<file path="config.mk">
export PLATFORM = sky130hd
export DESIGN_NAME = reg_file_sb
export DESIGN_NICKNAME = d
export VERILOG_FILES = /design/src/rtl/reg_file_sb.sv
export SDC_FILE = /design/constraint.sdc
export NUM_CORES = 1
export LEC_CHECK = 0
export ABC_CLOCK_PERIOD_IN_PS = 9500
export CAP_MARGIN = 10
export CELL_PAD_IN_SITES_DETAIL_PLACEMENT = 0
export CELL_PAD_IN_SITES_GLOBAL_PLACEMENT = 1
export CORE_UTILIZATION = 50
export CTS_CLUSTER_DIAMETER = 80
export DETAILED_ROUTE_END_ITERATION = 7
export PLACE_DENSITY_LB_ADDON = 0.1
export SYNTH_ARGS = -nofsm -noshare
export SYNTH_HDL_FRONTEND = slang
export SYNTH_SLANG_ARGS = --single-unit
</file>
<file path="constraint.sdc">
create_clock -name clk -period 9.5 [get_ports clk]
set_input_delay 2.85 -clock clk [delete_from_list [all_inputs] [get_ports clk]]
set_output_delay 2.85 -clock clk [all_outputs]
set_load 0.01 [all_outputs]
</file>
<file path="src/rtl/reg_file_sb.sv">
// reg_file_sb: register file with scoreboard busy bits.
//   Two combinational read ports, one write port and one reservation port.
//   Register 0 is hardwired to zero.
//   A reservation marks a register as waiting for a result. A later write to
//   that register clears the mark.
//   Ports:
//     clk, rst            rising-edge clock, async active-high reset
//     ra1/ra2 -> rd1/rd2  read addresses and read data (0-cycle latency)
//     busy1/busy2         pending-result flag for the register at ra1/ra2
//     wa/wd/we            write address, write data, write enable (1-cycle latency)
//     rsv_en/rsv_addr     reserve request and the register it reserves
//     cpu_out             registered contents of the top register (DEPTH-1)
//     out_valid           one-cycle pulse after each write to DEPTH-1
//   Parameters:
//     DATA_W              register width
//     ADDR_W              address width (DEPTH = 2**ADDR_W)
//     BYPASS              nonzero enables write-to-read forwarding
module reg_file_sb #(
  parameter int unsigned DATA_W = 8,
  parameter int unsigned ADDR_W = 4,
  parameter int unsigned BYPASS = 1
) (
  input  logic              clk,
  input  logic              rst,
  input  logic [ADDR_W-1:0] ra1,
  input  logic [ADDR_W-1:0] ra2,
  input  logic [ADDR_W-1:0] wa,
  input  logic [DATA_W-1:0] wd,
  input  logic              we,
  input  logic              rsv_en,
  input  logic [ADDR_W-1:0] rsv_addr,
  output logic [DATA_W-1:0] rd1,
  output logic [DATA_W-1:0] rd2,
  output logic              busy1,
  output logic              busy2,
  output logic [DATA_W-1:0] cpu_out,
  output logic              out_valid
);

  localparam int unsigned     DEPTH = 2 ** ADDR_W;
  localparam logic [ADDR_W-1:0] LAST = ADDR_W'(DEPTH - 1);
  localparam bit              BYP   = (BYPASS != 0);

  logic [DATA_W-1:0] r_rf [DEPTH];
  logic [DEPTH-1:0]  r_busy;
  logic [DEPTH-1:0]  w_busy_nxt;
  logic              r_out_valid;

  logic w_wr;
  logic w_rsv;
  logic w_byp1;
  logic w_byp2;
  logic w_rsv1;
  logic w_rsv2;

  // Writes and reservations to address 0 are dropped here.
  assign w_wr  = we && (wa != '0);
  assign w_rsv = rsv_en && (rsv_addr != '0);

  // Next busy vector. The reservation is applied last so that it wins over a
  // same-address write.
  always_comb begin
    w_busy_nxt = r_busy;
    if (w_wr) begin
      w_busy_nxt[wa] = 1'b0;
    end
    if (w_rsv) begin
      w_busy_nxt[rsv_addr] = 1'b1;
    end
  end

  // Storage, busy bits and the write-to-top pulse.
  always_ff @(posedge clk or posedge rst) begin
    if (rst) begin
      for (int unsigned i = 0; i < DEPTH; i++) begin
        r_rf[i] <= '0;
      end
      r_busy      <= '0;
      r_out_valid <= 1'b0;
    end else begin
      if (w_wr) begin
        r_rf[wa] <= wd;
      end
      r_busy      <= w_busy_nxt;
      r_out_valid <= we && (wa == LAST);
    end
  end

  // Forwarding of an in-flight write to each read port.
  assign w_byp1 = BYP && w_wr && (ra1 == wa);
  assign w_byp2 = BYP && w_wr && (ra2 == wa);
  assign w_rsv1 = w_rsv && (rsv_addr == ra1);
  assign w_rsv2 = w_rsv && (rsv_addr == ra2);

  assign rd1 = w_byp1 ? wd : ((ra1 == '0) ? '0 : r_rf[ra1]);
  assign rd2 = w_byp2 ? wd : ((ra2 == '0) ? '0 : r_rf[ra2]);

  // A forwarded write hides the pending flag unless the register is being
  // reserved again in the same cycle.
  assign busy1 = r_busy[ra1] && !(w_byp1 && !w_rsv1);
  assign busy2 = r_busy[ra2] && !(w_byp2 && !w_rsv2);

  // The top register is exposed directly and is never forwarded.
  assign cpu_out   = r_rf[LAST];
  assign out_valid = r_out_valid;

endmodule

</file>
# Yosys cells after proc, flatten, opt, wreduce, memory -nomap -nowiden
# Index checks and enable logic that the tools add are counted.
word_totals:
  out_inout_bits: 27
  word_cells: 84
  regBits: 145
  inputBits: 28
op_classes:
  mux: 23
  bitwise_logic: 6
  n_lt_le_gt_ge: 10
  n_eq_ne: 5
  reduce_logical: 22
op_table:
  columns: ["op", "count"]
  rows:
  - ["128-bit bitwise mux", 1]
  - ["8-bit two-way mux", 9]
  - ["8-bit binary-select mux with 4-bit select", 2]
  - ["8-bit demux with 4-bit select", 1]
  - ["16-bit two-way mux", 2]
  - ["4-bit by 5-bit less-than comparator with 1-bit output (second input constant)", 4]
  - ["16-bit bitwise AND", 1]
  - ["4-bit equality test", 4]
  - ["16-bit inverter", 1]
  - ["16-bit OR", 1]
  - ["5-bit greater-or-equal comparator (second input constant)", 3]
  - ["4-bit inverter with 5-bit output", 3]
  - ["1-bit logical AND", 14]
  - ["1-bit binary-select mux with 4-bit select", 2]
  - ["1-bit demux with 4-bit select", 2]
  - ["4-bit by 1-bit greater-or-equal comparator with 1-bit output (second input constant)", 2]
  - ["4-bit zero test", 2]
  - ["4-bit nonzero test", 2]
  - ["5-bit by 1-bit less-than comparator with 1-bit output (second input constant)", 1]
  - ["4-bit equality test (second input constant)", 1]
  - ["1-bit zero test", 4]
  - ["1-bit two-way mux", 4]

# Depth between registers and ports, before layout
# Gate-level depths: netlist of the first run.
logic_depth:
  word_depth: 9
  ltp_mapped: 7
  mapped_depth_nobuf: 4

# Least setup slack after synthesis of the first run
# OpenSTA, ideal clock, no wires.
synth_path:
  path_kind: "input-to-output"
  start: "in ra1[1]"
  end: "out rd1[0]"
  slack_ps: 2540
  t_required_ps: 6650
  stages: 5
  arrival_time_ps: 4110
  path_buffers: 1
  path_cell_list: "buf_2 mux4_2 a22oi_1 nand2_1 a22o_1"
synth_between:
  elab_chain_len: 6
  word_cells_on_any_way: 9
  classes_between: "eq/ne: 1; mux: 5; bitwise: 1; reduce/logical: 2"
synth_rtl:
  columns: ["element", "line", "text"]
  rows:
  - ["start, declared", "25", "input logic [ADDR_W-1:0] ra1,"]
  - ["4-bit inverter with 5-bit output (not written as such)", "95", "assign rd1 = w_byp1 ? wd : ((ra1 == '0) ? '0 : r_rf[ra1]);"]
  - ["8-bit binary-select mux with 4-bit select", "95", null]
  - ["8-bit two-way mux (not written as such) (2 in a row)", "95", null]
  - ["8-bit two-way mux", "95", null]
  - ["8-bit two-way mux (*)", "95", null]
  - ["end, declared", "32", "output logic [DATA_W-1:0] rd1,"]
# Mark *: on every way between the ends. The rest lies on a longest branch, timed or not. The select of a mux whose other input is x is not followed.

# Worst setup path in the final report of the first run
layout_path:
  start: "in ra1[0]"
  end: "out rd1[0]"
# Same word-level chain as after synthesis.

==> results of run 1 <==
-- through the flow --
stage / hold slack (ns) / std cells
floorplan: 0.436 / 575
global placement: 0.371 / 791
detailed placement: 0.379 / 791
CTS: 0.393 / 823
global route: 0.411 / 823
finish: 0.396 / 824
-- cell usage after synthesis --
library cell / instances / area (um^2)
o21ai_0: 18 / 90.1
nor2b_1: 7 / 43.8
nor4_1: 4 / 25.0
buf_4: 11 / 82.6
a22o_1: 16 / 140
xor2_1: 12 / 105
or3_1: 3 / 18.8
o31ai_1: 2 / 15.0
nor2_2: 9 / 56.3
clkbuf_1: 30 / 113
mux2_1: 14 / 158
a22oi_1: 32 / 240
nand3b_1: 2 / 15.0
a32o_1: 3 / 30.0
inv_1: 4 / 15.0
and4_1: 2 / 17.5
xnor2_1: 4 / 35.0
mux2i_1: 2 / 20.0
and2_1: 2 / 12.5
buf_1: 3 / 11.3
a221oi_2: 2 / 30.0
buf_6: 2 / 22.5
mux4_2: 40 / 901
nor2_1: 4 / 15.0
o41a_1: 2 / 22.5
nand2_1: 24 / 90.1
buf_12: 2 / 40.0
mux2_2: 98 / 1100
nand3_1: 1 / 5.00
mux4_1: 32 / 841
a41oi_2: 2 / 32.5
mux2_4: 8 / 120
o32ai_1: 1 / 8.76
nand3_2: 1 / 10.0
nor3b_1: 2 / 15.0
a211oi_1: 2 / 15.0
buf_2: 19 / 95.1
nand3b_4: 2 / 40.0
nand2b_1: 4 / 25.0
dfrtp_1: 145 / 3630
buf_8: 2 / 30.0
-- cell type report --
| type | instances | area [um^2] | share of cell area [%] |
|---|---|---|---|
| clock buffer | 20 | 457 | 4.83 |
| antenna | 1 | 2.50 | 0.0265 |
| sequential | 145 | 3630 | 38.4 |
| timing repair buffer | 69 | 646 | 6.83 |
| multi-input combinational | 357 | 4300 | 45.5 |
| inverter | 4 | 20.0 | 0.212 |
| clock inverter | 12 | 133 | 1.40 |
| tap | 216 | 270 | 2.86 |
-- power by group --
group          internal [mW]  switching, mW  leakage (nW)
clock network          0.401          0.271         0.282
logic                  0.302          0.189          1.93
registers              0.752         0.0985          1.79
-- flip-flops by register name (all words and copies together), names as in the netlist --
register and count:
r_rf 120, r_busy 16, cpu_out 8, out_valid 1
-- cell families after synthesis --
group	synth area share, %
AO/OA/AOI/OAI	7.49
XOR/XNOR	1.68
buffers and inverters	4.91
flip-flops	43.5
multiplexers	37.7
AND/OR/NAND/NOR	4.67
-- worst max path at each step --
| stage | from | slack [ns] | to | cells past startpoint |
|---|---|---|---|---|
| after floorplan | ra1[1] | 2.54 | rd1[0] | 5 |
| after global placement | ra1[0] | 1.31 | rd1[0] | 6 |
| after detailed placement | ra1[0] | 1.24 | rd1[0] | 6 |
| after global routing | ra2[0] | 1.11 | rd2[2] | 6 |
| after CTS | ra1[0] | 1.24 | rd1[0] | 6 |
| final | ra1[0] | 1.22 | rd1[0] | 6 |
-- routing by layer --
layer  share of wire, %  global-route usage (%)  up-vias
met5                  0                       0        -
met4                3.2                    11.7        0
met3                4.3                    4.82       54
met2                 50                    44.6      193
met1                 43                    37.7     2923
li1                   -                       -     2281
-- critical path: cells and delay by family --
kind,cells,cell delay [ns]
simple gates,2,0.76
xor+xnor,1,0.27
buf+inv,2,1.26
compound gates,1,0.27
==> flow_summary.json, run 1 <==
{
  "clk_pin_slew_ns": 0.06,
  "dp_hpwl_um": 14400,
  "crit_type": "input port to primary output",
  "fin_setup_tns_ns": 0,
  "grt_max_degree": 86,
  "report.final.setup_viol": 0,
  "synth-seq-cells": 145,
  "fp.dieArea_um2": 17200,
  "synth_nets": 603,
  "boundaryPins": 55,
  "cp_slowest_cell": "clkdlybuf4s50_1",
  "antenna_found_initial": 0,
  "holdPathStages": 0,
  "worstHoldStart": "r_rf[125]",
  "status": "complete, no violations",
  "areaGrowthSynthToFinish_pct": 13.4,
  "cts_root_buf": "clkbuf_16",
  "via_per_inst": 6.62,
  "critPathMaxFanout": 11,
  "slew_headroom_pct": 40.8,
  "drive_gt1_share_pct": 35.1,
  "startpoint_type": "input port",
  "vias": 5451,
  "yosysWarnings": 0,
  "grtUsageTotal_pct": 27.8,
  "num-fill-cells": 1275,
  "rrSetupSlack_ns": 8.68,
  "cts_buffer_depth": 2,
  "dp_slack_ns": 1.24,
  "critPathCaptureType": "primary output",
  "wl_per_cell_um": 27.2,
  "num-nets-final": 622,
  "synth.distinct_cells": 41,
  "detail_route.iter0.violations": 409,
  "finalHoldViolations": 0,
  "r2r-start": "cpu_out[4]",
  "cp_cell_sequence": "clkdlybuf4s50_1 -> xor2_1 -> nor2_1 -> and4_1 -> a22o_1 -> clkdlybuf4s50_1",
  "syn_area_um2": 8330,
  "grt_pass1_wl_um": 35100,
  "r2r-end": "cpu_out[4]",
  "die_w_um": 131,
  "die_h_um": 131,
  "timing.final.crit_share_pct": 87.1,
  "avgSynthCellArea_um2": 14.5,
  "drcViolationCount": 0,
  "p_leak_nw": 4.00,
  "fmax_mhz": 121,
  "rows": 46,
  "start_util_pct": 51.9,
  "ctsHoldBuffers": 0,
  "totalWireLength_um": 22400,
  "first_global_vias": 5828,
  "h-tree-depth": 4,
  "port-buffer-count": 54,
  "critPathRequiredTime_ns": 6.65,
  "syn_inst": 575,
  "tightestPinTransition_ns": 0.887,
  "gp_congestion": 0.821,
  "maxCapViolCount": 0,
  "design_area_um2": 9450,
  "ant_nets": 0,
  "min_path_type": "flop to flop",
  "worst_clock_skew_ns": 0,
  "fin_util_pct": 58.9,
  "period_minus_slack_ns": 8.28,
  "clock_sinks": 145,
  "ir_drop_mv": 0.145,
  "arrival_ns": 5.43,
  "seq_area_frac_synth_pct": 43.5,
  "fin_ws_ns": 1.22,
  "post-cts-setup-buffers": 0,
  "final_common_cell": "dfrtp_1",
  "path_common_cell": "clkdlybuf4s50_1",
  "p_total_mw": 2.01,
  "powerDensity_nw_per_um2": 213,
  "grt.overflow.total": 0,
  "dr.pass1.iters": 5,
  "dpl_cell_area_um2": 8860,
  "cts_resized": 0,
  "layout_common_cells": "dfrtp_1, mux2_2, clkdlybuf4s50_1",
  "holdPathEnd": "r_rf[125]",
  "drv_slew": 0,
  "clk_latency_ns": 0.42,
  "max_stage_delay_ns": 0.72,
  "core_um2": 16100,
  "cts_made_buffers": 17,
  "rr_worst_depth": 1,
  "cts_tree": "built",
  "rsz0062_at_grt": "no"
}
Note: power is estimated with default switching activity, not from simulation.
==> inputs of run 2 (changes only) <==
CORE_ASPECT_RATIO = 1.5   (was default)
==> run 2 against run 1 <==
Net effect: routed wire length up 0.78%; final cell count down 1.8%; register-to-register slack about the same; combinational power about the same; via count down 1.3%; clock skew unchanged; sequential cell count unchanged; largest cell class unchanged; largest power group unchanged; highest routed layer unchanged.
==> flow_summary.json, run 2 (synthesis results as in run 1) <==
{
  "p_total_mw": 2.03,
  "port-buffer-count": 54,
  "start_util_pct": 51.3,
  "dp_hpwl_um": 14500,
  "antenna_found_initial": 0,
  "critPathCaptureType": "primary output",
  "timing.final.crit_share_pct": 88.0,
  "drive_gt1_share_pct": 34.8,
  "holdPathStages": 0,
  "ctsHoldBuffers": 0,
  "num-nets-final": 618,
  "boundaryPins": 55,
  "final_cells": 809,
  "ant_nets": 0,
  "holdPathEnd": "r_rf[124]",
  "final_common_cell": "dfrtp_1",
  "cts_made_buffers": 17,
  "top_register": "r_rf",
  "die_h_um": 160,
  "grt.overflow.total": 0,
  "max_stage_delay_ns": 0.60,
  "areaGrowthSynthToFinish_pct": 13.2,
  "arrival_ns": 5.51,
  "detail_route.iter0.violations": 289,
  "clk_latency_ns": 0.42,
  "fp.dieArea_um2": 17200,
  "cts_root_buf": "clkbuf_16",
  "fin_setup_tns_ns": 0,
  "worstHoldStart": "r_rf[124]",
  "die_w_um": 107,
  "drv_slew": 0,
  "rows": 57,
  "crit_type": "input port to primary output",
  "period_minus_slack_ns": 8.36,
  "grtUsageTotal_pct": 28.1,
  "rsz0062_at_grt": "no",
  "vias": 5382,
  "grt_max_degree": 74,
  "rr_worst_depth": 1,
  "cts_tree": "built",
  "cts_resized": 0,
  "first_global_vias": 5539,
  "powerDensity_nw_per_um2": 215,
  "gp_congestion": 0.821,
  "status": "complete, no violations",
  "placed_cells": 777,
  "dr.pass1.iters": 5,
  "worst_clock_skew_ns": 0,
  "tightestPinTransition_ns": 0.920,
  "r2r-start": "r_rf[94]",
  "layout_common_cells": "dfrtp_1, mux2_2, clkdlybuf4s50_1",
  "largest_reg_flops": 120,
  "antenna-diode-count": 0,
  "cts_buffer_depth": 2,
  "p_leak_nw": 4.00,
  "critPathMaxFanout": 20,
  "clock_sinks": 145,
  "ir_drop_mv": 0.113,
  "h-tree-depth": 4,
  "wl_per_cell_um": 28.0,
  "via_per_inst": 6.65,
  "maxCapViolCount": 0,
  "critPathRequiredTime_ns": 6.65,
  "num-fill-cells": 1314,
  "r2r-end": "r_rf[94]",
  "startpoint_type": "input port",
  "grt_pass1_wl_um": 34500,
  "finalHoldViolations": 0,
  "cp_cell_sequence": "buf_2 -> buf_12 -> mux4_1 -> a22oi_1 -> nand2_1 -> a22o_1 -> clkdlybuf4s50_1",
  "min_path_type": "flop to flop",
  "report.final.setup_viol": 0,
  "rrSetupSlack_ns": 8.67,
  "slew_headroom_pct": 38.5,
  "cp_slowest_cell": "mux4_1",
  "post-cts-setup-buffers": 0,
  "totalWireLength_um": 22600,
  "drcViolationCount": 0,
  "clk_pin_slew_ns": 0.06,
  "fmax_mhz": 120,
  "core_um2": 16300
}
-- run 2: worst max-delay path by stage --
| stage | startpoint | to | slack [ns] | cells after the start |
|---|---|---|---|---|
| after floorplan | ra1[1] | rd1[0] | 2.54 | 5 |
| after global placement | ra2[1] | rd2[3] | 1.25 | 7 |
| after detailed placement | ra2[1] | rd2[3] | 1.21 | 7 |
| after CTS | ra2[1] | rd2[3] | 1.21 | 7 |
| after global routing | ra2[1] | rd2[3] | 1.07 | 7 |
| final | ra2[1] | rd2[3] | 1.14 | 7 |
-- run 2: layout make-up --
class                      count  area [um^2]  area share, %
timing repair buffer          65          628           6.66
clock inverter                14          163           1.72
multi-input combinational    357         4300           45.5
tap                          206          258           2.73
inverter                       4         20.0          0.212
clock buffer                  18          439           4.66
sequential                   145         3630           38.5
-- run 2: critical path: cells and delay by family --
family,cells,cell delay [ns]
buffers and inverters,3,1.28
AOI/OAI and AO/OA,2,0.63
muxes,1,0.60
and+or+nand+nor,1,0.12
-- run 2: where the power goes --
part / internal, mW / switching, mW / total [mW]
clock: 0.419 / 0.268 / 0.687
sequential: 0.752 / 0.0984 / 0.850
combinational: 0.301 / 0.190 / 0.491
-- run 2: layer usage --
layer	GRT usage, %	vias to the layer above	routed length, um
met3	6.16	59	1290
li1	-	2268	-
met4	15.2	0	1110
met1	35.9	2844	8990
met2	44.3	211	11200
met5	0	-	0
-- run 2: metrics by stage --
stage               worst slack (ns)  hold WS (ns)  cell area (um^2)  utilization, %
floorplan                       2.54         0.436              8330               -
global placement                1.25         0.373              8830            54.3
detailed placement              1.21         0.377              8830            54.3
CTS                             1.21         0.390              9430            58.0
global route                    1.07         0.409              9430            58.0
finish                          1.14         0.384              9430            58.0
==> inputs of run 3 (changes only) <==
CTS_CLUSTER_SIZE = 16   (was default)
==> results of run 3 <==
No change in the layout: final DEF, timing and power equal those of run 2.
